==> src/rtl/boreal_ledger_store_if.sv <==
// Ledger write port and host read port of boreal_ledger_store, bundled.
// The master side drives the ledger write strobe and the host read request.
// The slave side is the ledger store.
interface boreal_ledger_store_if;
    logic         ledger_wr_en;
    logic [255:0] ledger_wr_data;
    logic [31:0]  ledger_idx;
    logic         rd_req;
    logic [31:0]  rd_addr;
    logic         rd_ack;
    logic [255:0] rd_data;
    logic         rd_err;
    logic         rd_busy;
    logic [31:0]  chain_hash;
    logic         wrapped;
    logic         sat;

    modport master (
        output ledger_wr_en, ledger_wr_data, rd_req, rd_addr,
        input  ledger_idx, rd_ack, rd_data, rd_err, rd_busy,
               chain_hash, wrapped, sat
    );

    modport slave (
        input  ledger_wr_en, ledger_wr_data, rd_req, rd_addr,
        output ledger_idx, rd_ack, rd_data, rd_err, rd_busy,
               chain_hash, wrapped, sat
    );
endinterface

==> src/rtl/boreal_ledger_store.sv <==
// Append-only ledger ring buffer addressed by absolute entry index.
// Writes are never back-pressured. A three-state read FSM (IDLE/FETCH/RESP)
// answers one host read at a time. Reads outside the live window of the
// last DEPTH entries are answered with rd_err.
module boreal_ledger_store #(
    parameter int DEPTH = 16
) (
    input  logic                  clk,
    input  logic                  rst_n,
    boreal_ledger_store_if.slave  bus
);
    localparam int          AW      = (DEPTH > 1) ? $clog2(DEPTH) : 1;
    localparam logic [31:0] DEPTH_W = 32'(DEPTH);
    localparam logic [31:0] IDX_MAX = 32'hFFFF_FFFF;

    localparam logic [1:0] ST_IDLE  = 2'd0;
    localparam logic [1:0] ST_FETCH = 2'd1;
    localparam logic [1:0] ST_RESP  = 2'd2;

    // Entry storage; never reset, stale slots are hidden by the window check.
    logic [255:0] mem [DEPTH];
    logic [255:0] rd_word_q;

    logic [31:0]  ledger_idx_q, ledger_idx_d;
    logic [31:0]  chain_hash_q, chain_hash_d;
    logic         wrapped_q, wrapped_d;
    logic         sat_q, sat_d;
    logic [1:0]   state_q, state_d;
    logic [AW-1:0] addr_q, addr_d;
    logic         valid_q, valid_d;

    logic         wr_accept;
    logic [31:0]  wr_fold;
    logic [31:0]  n_entries;
    logic         win_ok;

    // A write is dropped only once the absolute index has saturated.
    assign wr_accept = bus.ledger_wr_en && (ledger_idx_q != IDX_MAX);

    // XOR-fold of the eight 32-bit words of the incoming payload.
    always_comb begin
        wr_fold = '0;
        for (int i = 0; i < 8; i++) begin
            wr_fold = wr_fold ^ bus.ledger_wr_data[i*32 +: 32];
        end
    end

    // The window includes a write landing in the same cycle as the request,
    // so a host can read back the entry being appended right now.
    assign n_entries = ledger_idx_q + {31'd0, wr_accept};
    assign win_ok    = (bus.rd_addr < n_entries) &&
                       ((n_entries <= DEPTH_W) || (bus.rd_addr >= n_entries - DEPTH_W));

    // Ledger bookkeeping: index, integrity fold and sticky flags.
    always_comb begin
        ledger_idx_d = ledger_idx_q;
        chain_hash_d = chain_hash_q;
        wrapped_d    = wrapped_q;
        sat_d        = sat_q;
        if (wr_accept) begin
            ledger_idx_d = ledger_idx_q + 32'd1;
            chain_hash_d = {chain_hash_q[30:0], chain_hash_q[31]} ^ wr_fold;
            if (ledger_idx_q >= DEPTH_W) begin
                wrapped_d = 1'b1;
            end
        end else if (bus.ledger_wr_en) begin
            sat_d = 1'b1;
        end
    end

    // Read FSM next state; requests outside IDLE are simply ignored.
    always_comb begin
        state_d = state_q;
        addr_d  = addr_q;
        valid_d = valid_q;
        case (state_q)
            ST_IDLE: begin
                if (bus.rd_req) begin
                    addr_d  = bus.rd_addr[AW-1:0];
                    valid_d = win_ok;
                    state_d = ST_FETCH;
                end
            end
            ST_FETCH: state_d = ST_RESP;
            ST_RESP:  state_d = ST_IDLE;
            default:  state_d = ST_IDLE;
        endcase
    end

    // Control state with asynchronous reset; reset also aborts a pending read.
    always_ff @(posedge clk or negedge rst_n) begin
        if (!rst_n) begin
            ledger_idx_q <= '0;
            chain_hash_q <= '0;
            wrapped_q    <= 1'b0;
            sat_q        <= 1'b0;
            state_q      <= ST_IDLE;
            addr_q       <= '0;
            valid_q      <= 1'b0;
        end else begin
            ledger_idx_q <= ledger_idx_d;
            chain_hash_q <= chain_hash_d;
            wrapped_q    <= wrapped_d;
            sat_q        <= sat_d;
            state_q      <= state_d;
            addr_q       <= addr_d;
            valid_q      <= valid_d;
        end
    end

    // RAM write port plus registered read. A write to the slot being fetched
    // returns the old entry, because both use the same edge.
    always_ff @(posedge clk) begin
        if (wr_accept) begin
            mem[ledger_idx_q[AW-1:0]] <= bus.ledger_wr_data;
        end
        if (state_q == ST_FETCH) begin
            rd_word_q <= mem[addr_q];
        end
    end

    assign bus.ledger_idx = ledger_idx_q;
    assign bus.chain_hash = chain_hash_q;
    assign bus.wrapped    = wrapped_q;
    assign bus.sat        = sat_q;
    assign bus.rd_busy    = (state_q != ST_IDLE);
    assign bus.rd_ack     = (state_q == ST_RESP);
    assign bus.rd_err     = (state_q == ST_RESP) && !valid_q;
    // The RAM read register is not reset, so the output is gated to zero here.
    assign bus.rd_data    = ((state_q == ST_RESP) && valid_q) ? rd_word_q : '0;
endmodule

==> src/flat_wrapper.sv <==
// flat-port wrapper written by rule: the top's interface ports become plain ports
module boreal_ledger_store_flat 
#(
    parameter int DEPTH = 16
)
  (clk, rst_n, bus_ledger_wr_en, bus_ledger_wr_data, bus_rd_req, bus_rd_addr, bus_ledger_idx, bus_rd_ack, bus_rd_data, bus_rd_err, bus_rd_busy, bus_chain_hash, bus_wrapped, bus_sat);
  boreal_ledger_store_if bus_i ();
  input  logic clk;
  input  logic rst_n;
  input wire logic [$bits(bus_i.ledger_wr_en)-1:0] bus_ledger_wr_en;
  input wire logic [$bits(bus_i.ledger_wr_data)-1:0] bus_ledger_wr_data;
  input wire logic [$bits(bus_i.rd_req)-1:0] bus_rd_req;
  input wire logic [$bits(bus_i.rd_addr)-1:0] bus_rd_addr;
  output wire logic [$bits(bus_i.ledger_idx)-1:0] bus_ledger_idx;
  output wire logic [$bits(bus_i.rd_ack)-1:0] bus_rd_ack;
  output wire logic [$bits(bus_i.rd_data)-1:0] bus_rd_data;
  output wire logic [$bits(bus_i.rd_err)-1:0] bus_rd_err;
  output wire logic [$bits(bus_i.rd_busy)-1:0] bus_rd_busy;
  output wire logic [$bits(bus_i.chain_hash)-1:0] bus_chain_hash;
  output wire logic [$bits(bus_i.wrapped)-1:0] bus_wrapped;
  output wire logic [$bits(bus_i.sat)-1:0] bus_sat;
  assign bus_i.ledger_wr_en = bus_ledger_wr_en;
  assign bus_i.ledger_wr_data = bus_ledger_wr_data;
  assign bus_i.rd_req = bus_rd_req;
  assign bus_i.rd_addr = bus_rd_addr;
  assign bus_ledger_idx = bus_i.ledger_idx;
  assign bus_rd_ack = bus_i.rd_ack;
  assign bus_rd_data = bus_i.rd_data;
  assign bus_rd_err = bus_i.rd_err;
  assign bus_rd_busy = bus_i.rd_busy;
  assign bus_chain_hash = bus_i.chain_hash;
  assign bus_wrapped = bus_i.wrapped;
  assign bus_sat = bus_i.sat;
  boreal_ledger_store #(.DEPTH(DEPTH)) u_core (.clk(clk), .rst_n(rst_n), .bus(bus_i));
endmodule
==> config.mk <==
export PLATFORM = sky130hd
export DESIGN_NAME = boreal_ledger_store_flat
export DESIGN_NICKNAME = d
export VERILOG_FILES = /design/src/rtl/boreal_ledger_store_if.sv /design/src/rtl/boreal_ledger_store.sv /design/src/flat_wrapper.sv
export SDC_FILE = /design/constraint.sdc
export NUM_CORES = 2
export LEC_CHECK = 0
export ABC_AREA = 0
export BUFFER_PORTS_ARGS = -buffer_cell sky130_fd_sc_hd__buf_2
export CORE_UTILIZATION = 40
export DETAILED_ROUTE_END_ITERATION = 8
export GPL_TIMING_DRIVEN = 0
export PLACE_DENSITY = 0.66
export SYNTH_ARGS = -nofsm -noshare
export SYNTH_HDL_FRONTEND = slang
export SYNTH_SLANG_ARGS = --single-unit
==> constraint.sdc <==
create_clock -name clk -period 16.8 [get_ports clk]
set_input_delay 3.36 -clock clk [delete_from_list [all_inputs] [get_ports clk]]
set_output_delay 3.36 -clock clk [all_outputs]
set_load 0.01 [all_outputs]
## Yosys cells after proc, flatten, opt, wreduce, memory -nomap -nowiden

Memories as Yosys holds them, arrays and structs flattened. A register that Yosys moved wholly into a read port is not among the register bits.
Cells that the tools add are included.

| word-level totals | value |
|---|---|
| register bits after elaboration | 73 |
| RAM bits | 4096 |
| input bits | 292 |
| output and inout bits | 325 |
| logic and storage cells | 44 |
| memories kept | 1 |

Memories:

| name | depth | bits a word | read ports | clocked after Yosys merged registers in | write ports | RTL line | source |
|---|---|---|---|---|---|---|---|
| u_core.mem | 16 | 256 | 1 | 1 | 1 | boreal_ledger_store.sv:21 | `logic [255:0] mem [DEPTH];` |

| operators by class | value |
|---|---|
| $add $sub $neg | 3 |
| magnitude comparators | 4 |
| equal/unequal tests | 4 |
| muxes and demuxes | 5 |
| bitwise logic cells | 9 |
| reduce and logical (&&, ||, !) cells | 11 |

Operators by type and width:

| operator | number |
|---|---|
| 2-to-1 mux 256 bit | 1 |
| XOR 32 bit | 8 |
| adder 32 x 1 -> 32 bit | 1 |
| adder 32 x 1 -> 32 bit (second input constant) | 1 |
| >= comparator 32 bit | 1 |
| >= comparator 32 x 5 -> 1 bit (second input constant) | 1 |
| <= comparator 32 x 5 -> 1 bit (second input constant) | 1 |
| less-than comparator 32 bit | 1 |
| inequality test 32 bit (second input constant) | 1 |
| subtractor 32 x 5 -> 32 bit (second input constant) | 1 |
| AND reduction 2 bit | 3 |
| logical AND 1 bit | 4 |
| case mux 2 bit (2 select lines) | 1 |
| == test 2 x 1 -> 1 bit (second input constant) | 1 |
| == test 2 bit (second input constant) | 1 |
| logical NOT 2 bit | 1 |
| 2-to-1 mux 1 bit | 2 |
| 2-to-1 mux 2 bit | 1 |
| inequality test 2 bit (second input constant) | 1 |
| nonzero test 2 bit | 1 |
| logical NOT 1 bit | 1 |
| logical OR 1 bit | 1 |
| inverter 1 bit | 1 |

## Longest topological paths before layout

| logic depth | value |
|---|---|
| depth in word-level cells | 8 |
| gate-level depth with buffers | 27 |
| mapped depth without buffers | 24 |

## Worst setup path after synthesis

Ideal clock, no wire load.

| timing | value |
|---|---|
| path kind | reg-to-reg |
| start | register u_core.state_q[1] |
| end | register u_core.rd_word_q[0], read port of u_core.mem (enable) |
| setup time | 0.908 ns |
| arrival time | 11.682 ns |
| required time | 15.892 ns |
| setup slack | 4.209 ns |
| stages on the path, launching flop included | 2 |
| path buffers | 0 |
| period minus slack after synthesis | 12.591 ns |
| path through | dfrtp_1 nor2b_1 |

| between the ends | value |
|---|---|
| cells in the longest elaborated chain, start to end | 1 |

RTL lines:

| element | RTL line | source |
|---|---|---|
| start: declaration | boreal_ledger_store.sv:28 | `logic [1:0] state_q, state_d;` |
| start signal: assignment | boreal_ledger_store.sv:105 | `state_q <= state_d;` |
| == test 2 x 1 -> 1 bit | boreal_ledger_store.sv:117 | `if (state_q == ST_FETCH) begin` |
| end: declaration | boreal_ledger_store.sv:22 | `logic [255:0] rd_word_q;` |

No other way between the ends.
A chain may end at the register's enable or synchronous reset.

## Worst setup path in the final report

| timing | value |
|---|---|
| start | register u_core.state_q[1] |
| end | output port bus_rd_data[115] |

| between the ends | value |
|---|---|
| cells in the longest elaborated chain, start to end | 3 |

RTL lines:

| element | RTL line | source |
|---|---|---|
| == test 2 bit | boreal_ledger_store.sv:130 | `assign bus.rd_data = ((state_q == ST_RESP) && valid_q) ? rd_word_q : '0;` |
| logical AND 1 bit | boreal_ledger_store.sv:130 |  |
| 2-to-1 mux 256 bit | boreal_ledger_store.sv:130 |  |
| end: declaration | flat_wrapper.sv:16 | `output wire logic [$bits(bus_i.rd_data)-1:0] bus_rd_data;` |

No other way between the ends.

==> impl_metrics.tcl <==
set metrics [dict create \
    outcome "completed" \
    row_count 239 \
    fin_nets 8801 \
    initial_utilization_pct 40.3 \
    finalCritPeriodShare_pct 47.0 \
    crit_fanout 14 \
    yosysUniqueCellTypes 65 \
    htreeDepth 5 \
    drive_above_1_share_pct 30.6 \
    area_growth_pct 16.0 \
    vias_per_cell 5.91 \
    max-vdd-ir-drop_uv 104 \
    drc 0 \
    totalWireLength_um 516000 \
    cts_hold_buffers 0 \
    grt_pass1_wl_um 696000 \
    final_core_util_pct 46.7 \
    fp.coreArea_sq_um 425000 \
    yosysSeqAreaShare_pct 77.5 \
    cpPeakStageDelay_ns 0.83 \
    path_class "reg2out" \
    crit_path_frequent_cell "clkbuf_2" \
    hp-class "reg2reg" \
    hold_viol 0 \
    max_freq_mhz 127 \
    antenna_left 0 \
    maxCapViolCount 0 \
    die_w_um 656 \
    clock_sinks 4425 \
    overflow 0 \
    rsz0062_at_grt "no" \
    syn-mean-instance-area_sq_um 23.5 \
    first_iter_violations 12600 \
    grtUsageTotal_pct 23.4 \
    postCtsSetupRepairBufs 0 \
    numCtsBuffers 423 \
    cts_buffer_depth 4 \
    cts.clk_slew.worst_paths_ns 0.06 \
    final-max-slew-violation-count 0 \
    cts_repair_resize_count 0 \
    worst_pin_slew_ns 1.38 \
    synth.net_count 7629 \
    cp_top_family "buffers and inverters" \
    worst-path-stages 6 \
    antenna_found_initial 220 \
    io_pins 617 \
    synth_seq_cells 4425 \
    dpl_cell_area_sq_um 185000 \
    synth_area_sq_um 171000 \
    startpoint_type "flip-flop" \
    slew_headroom_pct 7.90 \
    dieHeight_um 656 \
    clkLatencyLatePin_ns 1.00 \
    numPortBuffers 616 \
    place_congestion 0.876 \
    yosys.area.top_type "edfxtp_1" \
    final_common_cell "edfxtp_1" \
    worstPathArrival_ns 4.53 \
    final.min_clock_period_ns 7.89 \
    synth_cells 7274 \
    wl_per_cell_um 35.5 \
    skew_ns 0.0703 \
    synth_top_area_share_pct 76.5 \
    cp-end-kind "primary output" \
    synth.area.top_cells "edfxtp_1 (76%), mux4_2 (16%), xnor2_1 (1.5%), dfrtp_1 (1.1%), and3_1 (0.99%)" \
    r2r_cells 25 \
    p_total_mw 29.1 \
    powerDensity_nw_per_um2 147 \
    synth-main-ff-cell "edfxtp_1" \
    synth_edf_count 4352 \
    grt_pass1_vias 83800 \
    cp.required_ns 13.44 \
    grt_max_degree 57 \
    final_cell_mix "edfxtp_1 (4352), mux4_2 (1249), buf_2 (642), clkbuf_16 (429), clkbuf_1 (355)" \
    p_leak_nw 63.8 \
    cpMaxStageDelayCell "clkbuf_2" \
    whs_path_depth 1 \
    dr.pass1.iters 6 \
    hpwlAfterDp_um 349000 \
    finalSetupTns_ns 0 \
    clockRootBuffer "clkbuf_16" \
    cts_tree "yes" \
    setup_viol 0 \
    vias 86000 \
    synthArstFlopShare_pct 1.65 \
    fin_area_sq_um 198000 \
    die_area_sq_um 430000 \
    path_buf_inv 4 \
    cp_cell_sequence "nor2b_1, clkbuf_2, clkbuf_2, clkbuf_1, and3_1, buf_2" \
    yosysWarnings 0 \
]
## worst reg2reg max path, delay by kind of cell, from the launching register on
family,cells,cell delay (ns)
and+or+nand+nor,11,2.29
AOI/OAI and AO/OA,4,1.42
xor gates and xnor gates,2,0.51
adders and majority gates,5,1.55
buffers and inverters,3,0.57
DFF,1,0.64
## through the flow
stage | setup WS (ns) | cells | hold WS, ns
4_1_cts | 8.89 | 14500 | 0.522
3_3_place_gp | -9.64 | 13600 | 0.446
2_1_floorplan | 4.21 | 7274 | 0.431
6_report | 8.91 | 14500 | 0.518
5_1_grt | 8.88 | 14500 | 0.536
3_5_place_dp | 8.41 | 13700 | 0.507
## cell type report
| class | count | area, sq um |
|---|---|---|
| antenna | 81 | 203 |
| buffer | 391 | 1570 |
| clock buffer | 538 | 11300 |
| clock inverter | 242 | 2140 |
| fill | 34600 | 226000 |
| inverter | 19 | 71.3 |
| multi-input combinational | 2439 | 36900 |
| sequential | 4425 | 133000 |
| tap | 5663 | 7090 |
| timing repair buffer | 747 | 6470 |
## report_power, final
| part | internal (mW) | switching, mW |
|---|---|---|
| Sequential | 13.4 | 0.321 |
| Clock | 5.17 | 4.16 |
| Combinational | 2.44 | 3.57 |
| Total | 21.0 | 8.05 |
## metal layers
metal | up-vias | global-route usage, % | routed length [um]
met2 | 5320 | 37.7 | 249000
met1 | 46200 | 30.9 | 190000
met4 | 92 | 8.94 | 20600
li1 | 33400 | - | -
met3 | 939 | 5.95 | 56100
met5 | - | 0 | 590
## Yosys cell counts, drive strengths merged, types with 2 or more instances
master and count:
buf 103, ha 63, o31ai 2, a211o 2
nand4 39, and3 271, a2111oi 3, dfrtp 73
nand2b 3, nor2 48, o2111ai 4, a21oi 47
clkbuf 288, xnor2 288, o21ai 49, edfxtp 4352
nand3 27, nor4 16, nor3 16, a211oi 34
mux2i 31, and2 17, o211ai 6, nand2 81
nand4b 2, mux4 1249, and4b 2, a31o 3
nor3b 4, a21boi 2, xor2 54, and4 6
inv 19, nor2b 37, a21o 10, or2 4
mux2 6
## registers in the layout (all words and copies together) (netlist names)
| register | flops |
|---|---|
| u_core.mem | 4096 |
| u_core.state_q | 2 |
| u_core.bus.chain_hash | 32 |
| u_core.bus.wrapped | 1 |
| u_core.bus.ledger_idx | 32 |
| u_core.addr_q | 4 |
| u_core.bus.sat | 1 |
| u_core.rd_word_q | 256 |
| u_core.valid_q | 1 |
## logic make-up after synthesis
logic type | synth area share, %
muxes | 16.7
xor gates and xnor gates | 1.75
adders and majority gates | 0.461
DFF | 77.5
buffers and inverters | 0.942
AOI/OAI and AO/OA | 0.661
and+or+nand+nor | 1.98
## final timing paths
kind,from,to,slack (ns)
hold reg to reg,u_core.state_q[1],u_core.state_q[1],0.52
min in group asynchronous,rst_n,u_core.bus.ledger_idx[17],2.25
hold / removal,u_core.state_q[1],u_core.state_q[1],0.52
setup reg to reg,u_core.bus.ledger_idx[0],u_core.valid_q,9.72
setup / recovery,u_core.state_q[1],bus_rd_data[115],8.91
max in group asynchronous,rst_n,u_core.bus.chain_hash[18],13.83
(Power assumes the default switching activity.)
